==> src/rtl/hamm_route_scheduler.sv <==
// Four requesters share one Hamming(7,4) encode / fault-inject / correct path.
// Round-robin grant, two register stages, per-destination corrected-error counters.
module hamm_route_scheduler #(
  parameter int CNT_W = 8
) (
  input  logic               clk,
  input  logic               rst_n,
  input  logic [3:0]         req_valid,
  input  logic [15:0]        req_data,
  input  logic [7:0]         req_dest,
  output logic [3:0]         req_ready,
  input  logic               cfg_we,
  input  logic [1:0]         cfg_dest,
  input  logic [2:0]         cfg_pos,
  input  logic               clr_cnt,
  output logic [3:0]         out_valid,
  output logic [3:0]         out_data,
  output logic               out_corr,
  output logic [4*CNT_W-1:0] err_cnt,
  output logic               busy
);

  logic [1:0]       ptr_reg;
  logic [3:0]       grant;
  logic [1:0]       grant_idx;
  logic             grant_any;
  logic [1:0]       arb_idx;

  logic [7:1]       enc_code [4];
  logic [2:0]       fault_pos_reg [4];
  logic [1:0]       sel_dest;
  logic [7:1]       sel_code;
  logic [2:0]       sel_pos;
  logic [7:1]       sel_mask;

  logic             s1_valid_reg;
  logic [1:0]       s1_dest_reg;
  logic [7:1]       s1_code_reg;
  logic [2:0]       syn;
  logic [3:0]       corr_data;

  logic [CNT_W-1:0] cnt_reg [4];

  // Search starts one past the last winner so every requester gets a turn.
  always_comb begin
    grant     = 4'b0000;
    grant_idx = ptr_reg;
    grant_any = 1'b0;
    arb_idx   = ptr_reg;
    for (int k = 1; k <= 4; k++) begin
      arb_idx = ptr_reg + 2'(k);
      if (!grant_any && req_valid[arb_idx]) begin
        grant_any       = 1'b1;
        grant_idx       = arb_idx;
        grant[arb_idx]  = 1'b1;
      end
    end
  end

  assign req_ready = grant;

  // Codeword vector index equals Hamming position: [7:1] = d4 d3 d2 p4 d1 p2 p1.
  for (genvar gi = 0; gi < 4; gi++) begin : g_enc
    logic d1, d2, d3, d4;
    assign d1 = req_data[4*gi+3];
    assign d2 = req_data[4*gi+2];
    assign d3 = req_data[4*gi+1];
    assign d4 = req_data[4*gi];
    assign enc_code[gi] = {d4, d3, d2, d2 ^ d3 ^ d4, d1, d1 ^ d3 ^ d4, d1 ^ d2 ^ d4};
  end

  assign sel_dest = req_dest[2*grant_idx +: 2];
  assign sel_code = enc_code[grant_idx];
  assign sel_pos  = fault_pos_reg[sel_dest];
  assign sel_mask = (sel_pos == 3'd0) ? 7'b0 : 7'(7'b1 << (sel_pos - 3'd1));

  always_ff @(posedge clk) begin
    if (!rst_n) begin
      ptr_reg      <= 2'd3;
      s1_valid_reg <= 1'b0;
      s1_dest_reg  <= 2'd0;
      s1_code_reg  <= 7'd0;
      for (int k = 0; k < 4; k++) fault_pos_reg[k] <= 3'd0;
    end else begin
      if (grant_any) ptr_reg <= grant_idx;
      s1_valid_reg <= grant_any;
      if (grant_any) begin
        s1_dest_reg <= sel_dest;
        s1_code_reg <= sel_code ^ sel_mask;
      end
      if (cfg_we) fault_pos_reg[cfg_dest] <= cfg_pos;
    end
  end

  assign syn[0] = s1_code_reg[1] ^ s1_code_reg[3] ^ s1_code_reg[5] ^ s1_code_reg[7];
  assign syn[1] = s1_code_reg[2] ^ s1_code_reg[3] ^ s1_code_reg[6] ^ s1_code_reg[7];
  assign syn[2] = s1_code_reg[4] ^ s1_code_reg[5] ^ s1_code_reg[6] ^ s1_code_reg[7];

  // Only data positions matter for the delivered payload; parity flips are discarded.
  assign corr_data = {s1_code_reg[3] ^ (syn == 3'd3),
                      s1_code_reg[5] ^ (syn == 3'd5),
                      s1_code_reg[6] ^ (syn == 3'd6),
                      s1_code_reg[7] ^ (syn == 3'd7)};

  always_ff @(posedge clk) begin
    if (!rst_n) begin
      out_valid <= 4'b0000;
      out_data  <= 4'b0000;
      out_corr  <= 1'b0;
    end else begin
      out_valid <= s1_valid_reg ? (4'b0001 << s1_dest_reg) : 4'b0000;
      if (s1_valid_reg) begin
        out_data <= corr_data;
        out_corr <= (syn != 3'd0);
      end
    end
  end

  for (genvar gi = 0; gi < 4; gi++) begin : g_cnt
    always_ff @(posedge clk) begin
      if (!rst_n || clr_cnt) begin
        cnt_reg[gi] <= '0;
      end else if (s1_valid_reg && (s1_dest_reg == 2'(gi)) && (syn != 3'd0)
                   && (cnt_reg[gi] != {CNT_W{1'b1}})) begin
        cnt_reg[gi] <= cnt_reg[gi] + 1'b1;
      end
    end
    assign err_cnt[gi*CNT_W +: CNT_W] = cnt_reg[gi];
  end

  assign busy = s1_valid_reg | (|out_valid);

endmodule

==> config.mk <==
export PLATFORM = sky130hd
export DESIGN_NAME = hamm_route_scheduler
export DESIGN_NICKNAME = d
export VERILOG_FILES = /design/src/rtl/hamm_route_scheduler.sv
export SDC_FILE = /design/constraint.sdc
export NUM_CORES = 1
export LEC_CHECK = 0
export ABC_AREA = 1
export BUFFER_PORTS_ARGS = -buffer_cell sky130_fd_sc_hd__buf_2
export CAP_MARGIN = 20
export CORE_AREA = 8 8 104 96
export CTS_BUF_LIST = sky130_fd_sc_hd__clkbuf_8 sky130_fd_sc_hd__clkbuf_16
export DETAILED_ROUTE_END_ITERATION = 10
export DIE_AREA = 0 0 112 104
export HOLD_SLACK_MARGIN = 0.03
export PLACE_DENSITY_LB_ADDON = 0.12
export SLEW_MARGIN = 10
export SYNTH_ARGS = -nofsm -noshare
export SYNTH_HDL_FRONTEND = slang
export SYNTH_SLANG_ARGS = --single-unit
==> constraint.sdc <==
create_clock -name clk -period 4.4 [get_ports clk]
set_clock_uncertainty 0.15 [all_clocks]
set_input_delay 0 -clock clk [delete_from_list [all_inputs] [get_ports clk]]
set_output_delay 0 -clock clk [all_outputs]
set_load 0.01 [all_outputs]
Word level (Yosys, flattened, before mapping):

Memory sizes are Yosys's and may differ from the RTL's.
Cells that the tools add are included.

* memories: 2
* bits of input ports: 37
* register bits: 21
* bits in writable memories: 44

Memories
* cnt_reg: depth 4, bits a word 8, read ports 4, clocked after Yosys merged registers in 0, write ports 4, RTL line 42 `logic [CNT_W-1:0] cnt_reg [4];`
* fault_pos_reg: depth 4, bits a word 3, read ports 1, clocked after Yosys merged registers in 0, write ports 4, RTL line 30 `logic [2:0] fault_pos_reg [4];`

* multiplexer cells: 57
* shift operators: 3
* magnitude comparators: 9
* bitwise operators: 47
* reduce and logical (&&, ||, !) cells: 30
* equality and inequality tests: 11
* $add $sub $neg: 8

Operator list (number)
* 1-bit bitwise XOR: 37
* 8-bit by 1-bit adder with 8-bit output (second input constant): 4
* 8-bit two-way mux: 4
* 8-bit inequality test (second input constant): 4
* 1-bit two-way mux: 31
* 7-bit two-way mux: 3
* 1-bit logical AND: 19
* 4-bit two-way mux: 4
* 7-bit binary-select mux with 2-bit select: 1
* 2-bit by 3-bit < comparator with 1-bit output (second input constant): 4
* 4-bit bitwise OR: 3
* 2-bit two-way mux: 5
* 3-bit equality test (second input constant): 3
* 1-bit binary-select mux with 2-bit select: 4
* 1-bit demux with 2-bit select: 4
* 2-bit by 1-bit >= comparator with 1-bit output (second input constant): 4
* 8-bit by 4-bit indexed part select with 2-bit output: 1
* 1-bit by 3-bit left shift with 7-bit output (first input constant): 1
* 7-bit bitwise XOR: 1
* 1-bit bitwise OR: 5
* 2-bit adder (second input constant): 2
* 2-bit equality test (second input constant): 2
* 1-bit logical NOT: 4
* 4-bit OR reduction: 1
* other kinds (14): 14

Logic depth before layout (Yosys ltp):

An unclocked memory read counts as a cell.

* depth in word-level cells: 19
* gate-level depth with buffers: 26
* mapped depth without buffers: 25

Worst setup path after synthesis:

Ideal clock, no wire load.

* path kind: register to register
* start point: reg ptr_reg[1]
* end point: reg s1_code_reg[3] in the netlist's numbering
* buffers on the path: 0
* period minus slack after synthesis: 3.484 ns
* library setup time: 0.109 ns
* data arrival time: 3.225 ns
* slack: 0.916 ns
* cell stages (with the launch flop): 22
* path through: dfxtp_1 inv_1 ha_1 inv_1 nand3_2 nand2_8 inv_6 nand2_2 nand2_2 o21ai_4 nand2_4 nand2_8 nand2_1 a32o_1 ha_1 inv_1 nor2_1 nand3_1 nand2_1 nand3_1 nand2_1 inv_1

* longest elaborated chain between the ends: 19

Ends and longest elaborated chain
* start, declared: RTL line 23 `logic [1:0] ptr_reg;`
* start signal, assigned: RTL line 85 `if (grant_any) ptr_reg <= grant_idx;`
* 2-bit by 1-bit adder with 2-bit output: RTL line 51 `arb_idx = ptr_reg + 2'(k);`
* 1-bit binary-select mux with 2-bit select: RTL line 52 `if (!grant_any && req_valid[arb_idx]) begin`
* 1-bit two-way mux (implied by the code): RTL line 52
* 1-bit two-way mux: RTL line 52
* 1-bit logical NOT: RTL line 52
* 1-bit logical AND: RTL line 52
* 1-bit two-way mux: RTL line 52
* 1-bit logical NOT: RTL line 52
* (+3 left out)
* 1-bit logical AND: RTL line 52
* 2-bit two-way mux: RTL line 52
* 8-bit by 4-bit indexed part select with 2-bit output: RTL line 72 `assign sel_dest = req_dest[2*grant_idx +: 2];`
* memory read 4 x 3 bit
* 3-bit by 1-bit subtractor with 3-bit output: RTL line 75 `assign sel_mask = (sel_pos == 3'd0) ? 7'b0 : 7'(7'b1 << (sel_pos - 3'd1));`
* 1-bit by 3-bit left shift with 7-bit output: RTL line 75
* 7-bit two-way mux: RTL line 75
* 7-bit bitwise XOR: RTL line 89 `s1_code_reg <= sel_code ^ sel_mask;`
* end signal, assigned: RTL line 89
* end, declared: RTL line 38 `logic [7:1] s1_code_reg;`

Several ways; a longest one is shown, not always the timed one. The select of a mux whose other input is x is not followed.
A chain may end at the register's enable or synchronous reset.

Final worst setup path:

* start point: reg ptr_reg[1]
* end point: reg s1_code_reg[7] in the netlist's numbering

The elaborated chain is that of the path after synthesis.

==> summary.md <==
| Metric | Value |
|---|---|
| Crit share post-route | `89.7%` |
| Starting Density | `54.7%` |
| Final Cell Area | `0.00538 mm²` |
| Synth Cell Area | `~0.0046 mm²` |
| R2r worst-path depth | `22` |
| Status | `complete, no violations` |
| Fillers | `between 700 and 800` |
| Leak | `2.64 nW` |
| Die Width | `112 µm` |
| VDD IR max | `0.616 mV` |
| Global Route Usage Sum | `17.0%` |
| Max-cap violation count | `0` |
| Wire per inst | `between 10 and 15 µm` |
| Post-synthesis average cell area | `7.82 µm²` |
| CTS H-Tree Depth | `3` |
| RSZ-0062 raised after global routing | `false` |
| Area of the multi-input gates | `between 0.002 and 0.0025 mm²` |
| Final GP Congestion | `0.906` |
| Final setup fails | `0` |
| Crit Path Max Fanout | `10` |
| Setup crit end kind | `register` |
| Register-to-register setup slack | `450 ps` |
| R2R Path Start | `ptr_reg[1]$_SDFFE_PN1P_` |
| Max reg flops | `32` |
| Clock buffer depth | `2` |
| Maximum clock rate | `253 MHz` |
| Rel. slew slack | `65.7%` |
| Worst hold endpoint | `s1_code_reg[5]$_SDFFE_PN0P_` |
| Setup tns final | `0 ps` |
| Slew Limit Fails | `0` |
| DIE HEIGHT | `104 µm` |
| Clk sinks | `65` |
| Routed wire length | `9810 µm` |
| Num CTS Buffers | `9` |
| Data required, critical path | `4490 ps` |
| Vias per inst | `around 5.0` |
| Detailed Place HPWL | `7650 µm` |
| CP Class | `register to register` |
| Area grow syn2layout | `18.1%` |
| Num rows | `32` |
| Worst-Margin Slew | `roughly 500 ps` |
| CP startpoint kind | `register` |
| Yosys reg bits | `between 60 and 70` |
| Drc violations | `0` |
| 1st-iter DRT viols | `203` |
| Dpl cell area | `0.00503 mm²` |
| Total grt overflow | `0` |
| Ratio of cells with drive above 1 in the final layout | `between 20% and 30%` |
| Syn_nets | `632` |
| Post-Syn Instances | `582` |
| Clock latency on the worst-skew pair | `350 ps` |
| Total area of sequential cells | `0.00174 mm²` |
| Reg2reg end | `s1_code_reg[7]$_SDFFE_PN0P_` |
| Distinct cells, synth | `40` |
| Final ANT Viol Nets | `0` |
| Warnings, synthesis | `0` |
| Seq/Total Area, Yosys | `38.3%` |
| Core area | `0.00833 mm²` |
| I/O pin count | `83` |
| Via count | `3964` |
| Initial antenna violation count | `0` |
| Reg clk slew, reported paths | `70 ps` |
| First-pass GRT wire length | `16800 µm` |
| Cell count of the worst hold path | `7` |
| CTS tree | `built` |
| Antenna cell count | `0` |
| Final hold vios | `0` |
| Die area | `0.0116 mm²` |
| I/O Buffers | `just over 80` |
| 1st-pass router iterations | `4` |
| Crit path time final | `3950 ps` |
| Arrival time at the worst endpoint | `4040 ps` |
| Worst hold start | `req_data[14]` |
| Pwr/cell area | `857 mW/mm²` |
| Worst hold path class | `input pin to register` |
| Largest net degree at the start of global routing | `22` |
| Number of global-route vias before repair | `3856` |
| Clock root buffer | `clkbuf_8` |
| Final #Nets | `729` |
==> synthesized netlist by cell type, drive strengths merged <==
library cell / number / share of area (%)
nor2: 65 / 6.2
nor3: 8 / 0.88
nor3b: 7 / 1.9
buf: 11 / 1.4
o21a: 3 / 0.49
edfxtp: 44 / 29
o221ai: 4 / 0.77
dfxtp: 21 / 9.2
clkbuf: 2 / 0.16
nand2: 164 / 16
nor4: 3 / 0.41
nand3: 52 / 6.4
ha: 13 / 3.6
nand3b: 5 / 0.82
inv: 81 / 6.8
nand4: 14 / 1.9
xor2: 28 / 5.4
a21oi: 11 / 1.2
o211ai: 6 / 0.99
a21o: 1 / 0.16
or2: 8 / 1.1
o21ai: 12 / 1.6
a32o: 1 / 0.22
o2111ai: 3 / 0.58
xnor2: 15 / 2.9
==> report_power, final <==
| group | total [mW] | leakage (nW) | internal, mW | switching (mW) |
|---|---|---|---|---|
| sequential | 0.914 | 0.650 | 0.796 | 0.118 |
| clock | 0.500 | 0.0970 | 0.261 | 0.239 |
| combinational | 3.20 | 1.89 | 1.13 | 2.07 |
==> layout by cell type, fill, tap and decap left out, drive strengths merged, types with 14 or more instances in the layout <==
| cell type | Yosys | layout |
|---|---|---|
| xor2 | 28 | 28 |
| xnor2 | 15 | 15 |
| nor2 | 65 | 65 |
| dfxtp | 21 | 21 |
| nand3 | 52 | 52 |
| nand4 | 14 | 14 |
| edfxtp | 44 | 44 |
| buf | 11 | 86 |
| inv | 81 | 83 |
| nand2 | 164 | 164 |
==> metrics by stage <==
step | setup slack (ps) | total power [mW] | cells | hold WS [ps] | util, %
2_1_floorplan | 916 | 3.42 | 582 | 33.4 | -
3_3_place_gp | 500 | 3.93 | 754 | 200 | 60.4
3_5_place_dp | 345 | 4.00 | 754 | 203 | 60.4
4_1_cts | 322 | 4.54 | 783 | 35.0 | 64.3
5_1_grt | 67.4 | 5.09 | 786 | 68.7 | 64.6
6_report | 453 | 4.61 | 786 | 43.5 | 64.6
==> layer usage <==
metal  GRT usage, %  up-vias  share of wire (%)
li1               -     2091                  -
met1           19.8     1801                 47
met2           29.7       61                 48
met3           4.70       11                4.2
met4           5.20        0                1.1
met5              0        -                  0
==> worst max-delay path, cell delays in order (launching register included) <==
cell and delay, ps:
dfxtp_1 490, inv_1 220, ha_1 420, inv_1 140
nand3_2 160, nand2_8 140, inv_6 50, nand2_2 90
nand2_2 80, o21ai_4 300, nand2_4 140, nand2_8 120
nand2_1 70, nand3_1 80, nand2_2 120, nor2_1 130
ha_1 240, nor2_1 300, nand3_1 120, nand2_1 70
nand3_1 90, nand2_1 90, inv_1 30
==> cell type report <==
class	count	area share, %
multi-input combinational	423	45.2
clock inverter	7	1.33
timing repair buffer	99	10.6
clock buffer	9	2.30
sequential	65	32.4
inverter	81	5.75
tap	102	2.37
==> logic make-up after synthesis <==
family                     after synthesis  synth area share, %
AOI/OAI and AO/OA                       41                 5.99
xor gates and xnor gates                43                 8.27
adders and majority gates               13                 3.57
buffers and inverters                   94                 8.38
DFF                                     65                 38.3
and+or+nand+nor                        326                 35.5
==> worst max path at each step <==
stage                       startpoint                           to  depth (start not counted)
4_1_cts        ptr_reg[1]$_SDFFE_PN1P_  s1_code_reg[3]$_SDFFE_PN0P_                         22
2_1_floorplan  ptr_reg[1]$_SDFFE_PN1P_  s1_code_reg[3]$_SDFFE_PN0P_                         21
6_report       ptr_reg[1]$_SDFFE_PN1P_  s1_code_reg[7]$_SDFFE_PN0P_                         22
3_5_place_dp   ptr_reg[1]$_SDFFE_PN1P_  s1_code_reg[3]$_SDFFE_PN0P_                         22
3_3_place_gp   ptr_reg[1]$_SDFFE_PN1P_  s1_code_reg[3]$_SDFFE_PN0P_                         22
5_1_grt        ptr_reg[1]$_SDFFE_PN1P_  s1_code_reg[7]$_SDFFE_PN0P_                         23
==> timing repair <==
action                                 4_1_cts  5_1_grt
setup endpoints to repair                    0        7
setup buffers                                0        3
hold buffers                                13        0
gates resized for setup                      0        1
endpoints found under the hold margin       37        0
No activity file was read; power rests on OpenSTA's default activity.
